<file path="src/rtl/hdmi_config_sequencer.sv">
// ADV7513 register initialisation sequencer driving a downstream I2C write controller.
// Optional build macro HPD_RECONFIG_EN adds a hot-plug-detect input that re-triggers configuration.
module hdmi_config_sequencer #(
  parameter logic [7:0]  SLAVE_ADDR     = 8'h72,
  parameter int unsigned POWER_UP_DELAY = 1000000,
  parameter int unsigned GAP_CYCLES     = 500,
  parameter int unsigned MAX_RETRY      = 3
) (
  input  logic        clk,
  input  logic        reset,
  input  logic        start,
`ifdef HPD_RECONFIG_EN
  input  logic        hpd,
`endif
  output logic [23:0] i2c_data,
  output logic        i2c_enable,
  input  logic        i2c_ack,
  input  logic        i2c_end,
  output logic        config_done,
  output logic        config_error,
  output logic [3:0]  cur_index
);

  localparam int unsigned LutSize = 12;
  localparam int unsigned CntMax  = (POWER_UP_DELAY > GAP_CYCLES) ? POWER_UP_DELAY : GAP_CYCLES;
  localparam int unsigned CntW    = $clog2(CntMax + 1);
  localparam int unsigned RetryW  = (MAX_RETRY > 0) ? $clog2(MAX_RETRY + 1) : 1;

  typedef enum logic [3:0] {
    StPowerWait, StLoad, StWrite, StWaitEnd, StRelease, StCheck, StGap, StDone, StError
  } state_e;

  state_e              state_q, state_d;
  logic [CntW-1:0]     cnt_q, cnt_d;
  logic [RetryW-1:0]   retry_q, retry_d;
  logic [3:0]          idx_q, idx_d;
  logic [23:0]         data_q, data_d;
  logic                en_q, en_d;
  logic                ack_q, ack_d;
  logic                done_q, done_d;
  logic                error_q, error_d;
  logic                restart;
  logic                in_final;

  function automatic logic [15:0] rom_entry(input logic [3:0] idx);
    case (idx)
      4'd0:    rom_entry = 16'h4110;
      4'd1:    rom_entry = 16'h9803;
      4'd2:    rom_entry = 16'h9AE0;
      4'd3:    rom_entry = 16'h9C30;
      4'd4:    rom_entry = 16'h9D61;
      4'd5:    rom_entry = 16'hA2A4;
      4'd6:    rom_entry = 16'hA3A4;
      4'd7:    rom_entry = 16'hE0D0;
      4'd8:    rom_entry = 16'hF900;
      4'd9:    rom_entry = 16'h1500;
      4'd10:   rom_entry = 16'h1630;
      4'd11:   rom_entry = 16'hAF06;
      default: rom_entry = 16'h0000;
    endcase
  endfunction

  assign in_final = (state_q == StDone) || (state_q == StError);

`ifdef HPD_RECONFIG_EN
  logic hpd_meta_q, hpd_sync_q, hpd_prev_q, pend_q, pend_d, hpd_rise;

  assign hpd_rise = hpd_sync_q & ~hpd_prev_q;
  // An edge seen mid-sequence is remembered and honoured once the sequence settles.
  assign pend_d   = in_final ? 1'b0 : (pend_q | hpd_rise);
  assign restart  = start | hpd_rise | pend_q;

  always_ff @(posedge clk) begin
    if (reset) begin
      hpd_meta_q <= 1'b0;
      hpd_sync_q <= 1'b0;
      hpd_prev_q <= 1'b0;
      pend_q     <= 1'b0;
    end else begin
      hpd_meta_q <= hpd;
      hpd_sync_q <= hpd_meta_q;
      hpd_prev_q <= hpd_sync_q;
      pend_q     <= pend_d;
    end
  end
`else
  assign restart = start;
`endif

  always_comb begin
    state_d = state_q;
    cnt_d   = cnt_q;
    retry_d = retry_q;
    idx_d   = idx_q;
    data_d  = data_q;
    en_d    = en_q;
    ack_d   = ack_q;
    done_d  = done_q;
    error_d = error_q;
    unique case (state_q)
      StPowerWait: begin
        if (cnt_q == CntW'(POWER_UP_DELAY - 1)) begin
          cnt_d   = '0;
          state_d = StLoad;
        end else begin
          cnt_d = cnt_q + CntW'(1);
        end
      end
      StLoad: begin
        data_d  = {SLAVE_ADDR, rom_entry(idx_q)};
        cnt_d   = '0;
        state_d = StWrite;
      end
      // One settle cycle so data leads enable and LOAD-to-enable spans three cycles.
      StWrite: begin
        if (cnt_q == '0) begin
          cnt_d = CntW'(1);
        end else begin
          cnt_d   = '0;
          en_d    = 1'b1;
          state_d = StWaitEnd;
        end
      end
      StWaitEnd: begin
        if (i2c_end) begin
          ack_d   = i2c_ack;
          en_d    = 1'b0;
          state_d = StRelease;
        end
      end
      StRelease: begin
        if (!i2c_end) state_d = StCheck;
      end
      StCheck: begin
        if (!ack_q) begin
          retry_d = '0;
          if (idx_q == 4'(LutSize - 1)) begin
            done_d  = 1'b1;
            state_d = StDone;
          end else begin
            idx_d   = idx_q + 4'd1;
            state_d = StGap;
          end
        end else if (retry_q < RetryW'(MAX_RETRY)) begin
          retry_d = retry_q + RetryW'(1);
          state_d = StGap;
        end else begin
          error_d = 1'b1;
          state_d = StError;
        end
      end
      StGap: begin
        if (cnt_q == CntW'(GAP_CYCLES - 1)) begin
          cnt_d   = '0;
          state_d = StLoad;
        end else begin
          cnt_d = cnt_q + CntW'(1);
        end
      end
      StDone, StError: begin
`ifdef HPD_RECONFIG_EN
        if (state_q == StDone && !hpd_sync_q) done_d = 1'b0;
`endif
        if (restart) begin
          done_d  = 1'b0;
          error_d = 1'b0;
          idx_d   = '0;
          retry_d = '0;
          cnt_d   = '0;
          state_d = StPowerWait;
        end
      end
      default: state_d = StPowerWait;
    endcase
  end

  always_ff @(posedge clk) begin
    if (reset) begin
      state_q <= StPowerWait;
      cnt_q   <= '0;
      retry_q <= '0;
      idx_q   <= '0;
      data_q  <= '0;
      en_q    <= 1'b0;
      ack_q   <= 1'b0;
      done_q  <= 1'b0;
      error_q <= 1'b0;
    end else begin
      state_q <= state_d;
      cnt_q   <= cnt_d;
      retry_q <= retry_d;
      idx_q   <= idx_d;
      data_q  <= data_d;
      en_q    <= en_d;
      ack_q   <= ack_d;
      done_q  <= done_d;
      error_q <= error_d;
    end
  end

  assign i2c_data     = data_q;
  assign i2c_enable   = en_q;
  assign config_done  = done_q;
  assign config_error = error_q;
  assign cur_index    = idx_q;

endmodule

</file>
<file path="config.mk">
export PLATFORM = sky130hd
export DESIGN_NAME = hdmi_config_sequencer
export DESIGN_NICKNAME = d
export VERILOG_FILES = /design/src/rtl/hdmi_config_sequencer.sv
export SDC_FILE = /design/constraint.sdc
export NUM_CORES = 1
export LEC_CHECK = 0
export CORE_MARGIN = 10
export CORE_UTILIZATION = 57
export CTS_BUF_LIST = sky130_fd_sc_hd__clkbuf_8
export DETAILED_ROUTE_END_ITERATION = 12
export MAX_ROUTING_LAYER = met4
export PLACE_DENSITY = 0.83
export SYNTH_ARGS = -nofsm -noshare
export SYNTH_HDL_FRONTEND = slang
export SYNTH_SLANG_ARGS = --single-unit
export TNS_END_PERCENT = 20
</file>
<file path="constraint.sdc">
create_clock -name clk -period 2.25 [get_ports clk]
set_input_delay 0.45 -clock clk [delete_from_list [all_inputs] [get_ports clk]]
set_output_delay 0.45 -clock clk [all_outputs]
set_load 0.02 [all_outputs]
</file>
==> results.sh <==
export IMPL_die_w_um=89.9
export IMPL_grt_first_pass_wirelength_um=11800
export IMPL_port_buffers=30
export IMPL_end_kind="register"
export IMPL_clk_pin_slew_ps=100
export IMPL_leakagePower_uw=0.00120
export IMPL_cts_resized=0
export IMPL_nets=397
export IMPL_grt_max_degree=18
export IMPL_finalPower_uw=2730
export IMPL_layout_min_cycle_time_ps=2160
export IMPL_critical_path_max_fanout=6
export IMPL_required_ps=2480
export IMPL_htreeDepth=2
export IMPL_reg2reg_from="state_q[1]"
export IMPL_cts_tree="yes"
export IMPL_min_from="retry_q[1]"
export IMPL_postSynthCellCount=342
export IMPL_critical_path_arrival_ps=2390
export IMPL_hold_violations=0
export IMPL_clock_skew_ps=15.0
export IMPL_maxSlewViolCount=0
export IMPL_drt_wirelength_per_cell_um=14.8
export IMPL_drcViolationCount=0
export IMPL_min_path_type="register to register"
export IMPL_slew_headroom_pct=65.0
export IMPL_first_iter_violations=175
export IMPL_clockBufferDepth=2
export IMPL_critPathMaxStageDelay_ps=520
export IMPL_grt_overflow_total=0
export IMPL_place_gp_congestion=0.895
export IMPL_areaGrowthSynthToFinish_pct=19.6
export IMPL_drt_vias_per_instance=5.74
export IMPL_num_rows=25
export IMPL_finalSetupViolations=0
export IMPL_synth_seq_area_share_pct=36.0
export IMPL_postCtsHoldBufs=0
export IMPL_avgSynthCellArea_um2=8.14
export IMPL_start_util_pct=58.9
export IMPL_track_usage_pct=16.9
export IMPL_place_ws_ps=-194
export IMPL_worst_pin_slew_ps=525
export IMPL_clock_latency_ps=300
export IMPL_ys_types=55
export IMPL_core_um2=4720
export IMPL_dp_hpwl_um=4870
export IMPL_critPathLaunchType="input port"
export IMPL_die_h_um=89.9
export IMPL_die_area_um2=8080
export IMPL_cp_cell_sequence="clkdlybuf4s50_1 -> or3b_1 -> a21oi_2 -> o21ai_2 -> or4_1 -> a21oi_1"
export IMPL_rsz0062_at_grt="false"
export IMPL_finalWorstSetupSlack_ps=89.7
export IMPL_cts_sinks=50
export IMPL_dr_total_vias=2587
export IMPL_async_flop_share_pct=0
export IMPL_dr_pass1_iters=5
export IMPL_cts_root_buf="clkbuf_8"
export IMPL_slowest_stage="or4_1"
export IMPL_synth_edf_count=0
export IMPL_n_antenna_cell=0
export IMPL_min_period_over_period_pct=96.0
export IMPL_grt_pass1_vias=2537
export IMPL_status="complete, no violations"
export IMPL_ys_warn_count=0
export IMPL_synthFlopType="dfxtp_1"
export IMPL_wl_um=6700
export IMPL_drive_gt1_share_pct=11.7
export IMPL_top_level_ports=36
export IMPL_p_per_area_nw_per_um2=820
export IMPL_worstSetupPathType="input port to register"
export IMPL_max_freq_mhz=463
export IMPL_post_cts_buffers=0
export IMPL_numCtsBuffers=5
export IMPL_ant_nets=0
export IMPL_startpoint="start"
export IMPL_syn_cell_area_um2=2780
export IMPL_antenna_found_initial=0
export IMPL_drv_cap=0
export IMPL_setup_tns_ps=0
export IMPL_synth_seq_cells=50
export IMPL_vdd_drop_max_mv=0.462
-- cell usage in the layout, fill, tap and decap left out, types with 11 or more instances in the layout --
| master | instances |
|---|---|
| clkdlybuf4s50_1 | 30 |
| dfxtp_1 | 50 |
| nand2_1 | 24 |
| o21ai_0 | 18 |
| buf_4 | 24 |
| a21oi_1 | 38 |
| nand3_1 | 14 |
| nor2_1 | 35 |
| inv_1 | 11 |
-- logic make-up (layout without fill, tap and decap cells) --
kind of cell,Yosys count,after routing,share of synthesized area (%)
flops,50,50,36.0
other cells,1,5,0.135
mux,8,8,2.88
fa+ha+maj,9,9,4.05
xor+xnor,11,11,3.46
simple gates,136,136,25.8
buf+inv,35,73,6.25
compound gates,92,92,21.4
-- sequential cells by signal, summed over array words and instances (netlist names) --
| signal | count |
|---|---|
| ack_q | 1 |
| cnt_q | 20 |
| config_done | 1 |
| config_error | 1 |
| cur_index | 4 |
| i2c_data | 16 |
| i2c_enable | 1 |
| retry_q | 2 |
| state_q | 4 |
-- power by group --
part	internal (uW)	switching, uW
Clock	254	305
Combinational	468	612
Sequential	999	90.0
-- final timing paths --
check                     to  slack, ps  depth (start not counted)
hold reg to reg   retry_q[1]        460                          2
setup / recovery   cnt_q[15]         90                          6
setup reg to reg   cnt_q[19]        180                          7
hold / removal    retry_q[1]        460                          2
-- cell type report --
type | count | area, um2
clock buffer | 6 | 82.6
sequential | 50 | 1000
timing repair buffer | 54 | 480
multi-input combinational | 261 | 1620
fill | 380 | 1390
tap | 67 | 83.8
clock inverter | 2 | 17.5
inverter | 11 | 41.3
-- metrics by stage --
stage          hold slack [ps]  cell area, um2  util, %  instances
3_5_place_dp               438            3230     68.4        443
4_1_cts                    461            3330     70.5        451
3_3_place_gp               437            3230     68.4        443
6_report                   461            3330     70.5        451
2_1_floorplan              436            2800        -        346
5_1_grt                    488            3330     70.5        451
-- per-layer routing --
| metal | up-vias | GRT usage [%] | wire [um] | share of wire [%] |
|---|---|---|---|---|
| li1 | 1309 | - | - | - |
| met1 | 1219 | 20.2 | 3040 | 45 |
| met2 | 52 | 28.8 | 3330 | 50 |
| met3 | 7 | 3.33 | 263 | 3.9 |
| met4 | 0 | 3.71 | 64 | 0.96 |
| met5 | - | - | 0 | 0 |
-- worst max-delay path, delay by kind of cell --
family	cells	cell delay, ps
AOI/OAI and AO/OA	3	560
buffers and inverters	1	480
and+or+nand+nor	2	880
-- cells in the mapped netlist, types with 2 or more instances --
library cell / n / area, um2
ha_1: 9 / 113
or3b_1: 2 / 17.5
nor4b_1: 2 / 17.5
a21oi_1: 38 / 190
o221a_2: 2 / 22.5
nor2b_1: 4 / 25.0
o31ai_1: 5 / 37.5
buf_2: 4 / 20.0
nor2_1: 35 / 131
nor3_1: 10 / 50.1
nor3b_1: 2 / 15.0
dfxtp_1: 50 / 1000
nand2_1: 24 / 90.1
or3_1: 7 / 43.8
xor2_1: 10 / 87.6
buf_4: 8 / 60.1
o211ai_1: 4 / 30.0
and3_1: 4 / 25.0
o21ai_0: 18 / 90.1
mux2i_1: 8 / 80.1
o2111ai_1: 6 / 52.6
nand3_1: 14 / 70.1
or4b_1: 2 / 20.0
nand2b_1: 7 / 43.8
nor4_1: 4 / 25.0
or4_1: 4 / 30.0
a221oi_1: 2 / 17.5
inv_1: 11 / 41.3
clkbuf_1: 11 / 41.3
a21oi_2: 2 / 17.5
nand3b_1: 2 / 15.0
nand4_1: 5 / 31.3
o21a_1: 2 / 15.0
or2_2: 3 / 18.8
Note: power is estimated with default switching activity, not from simulation.
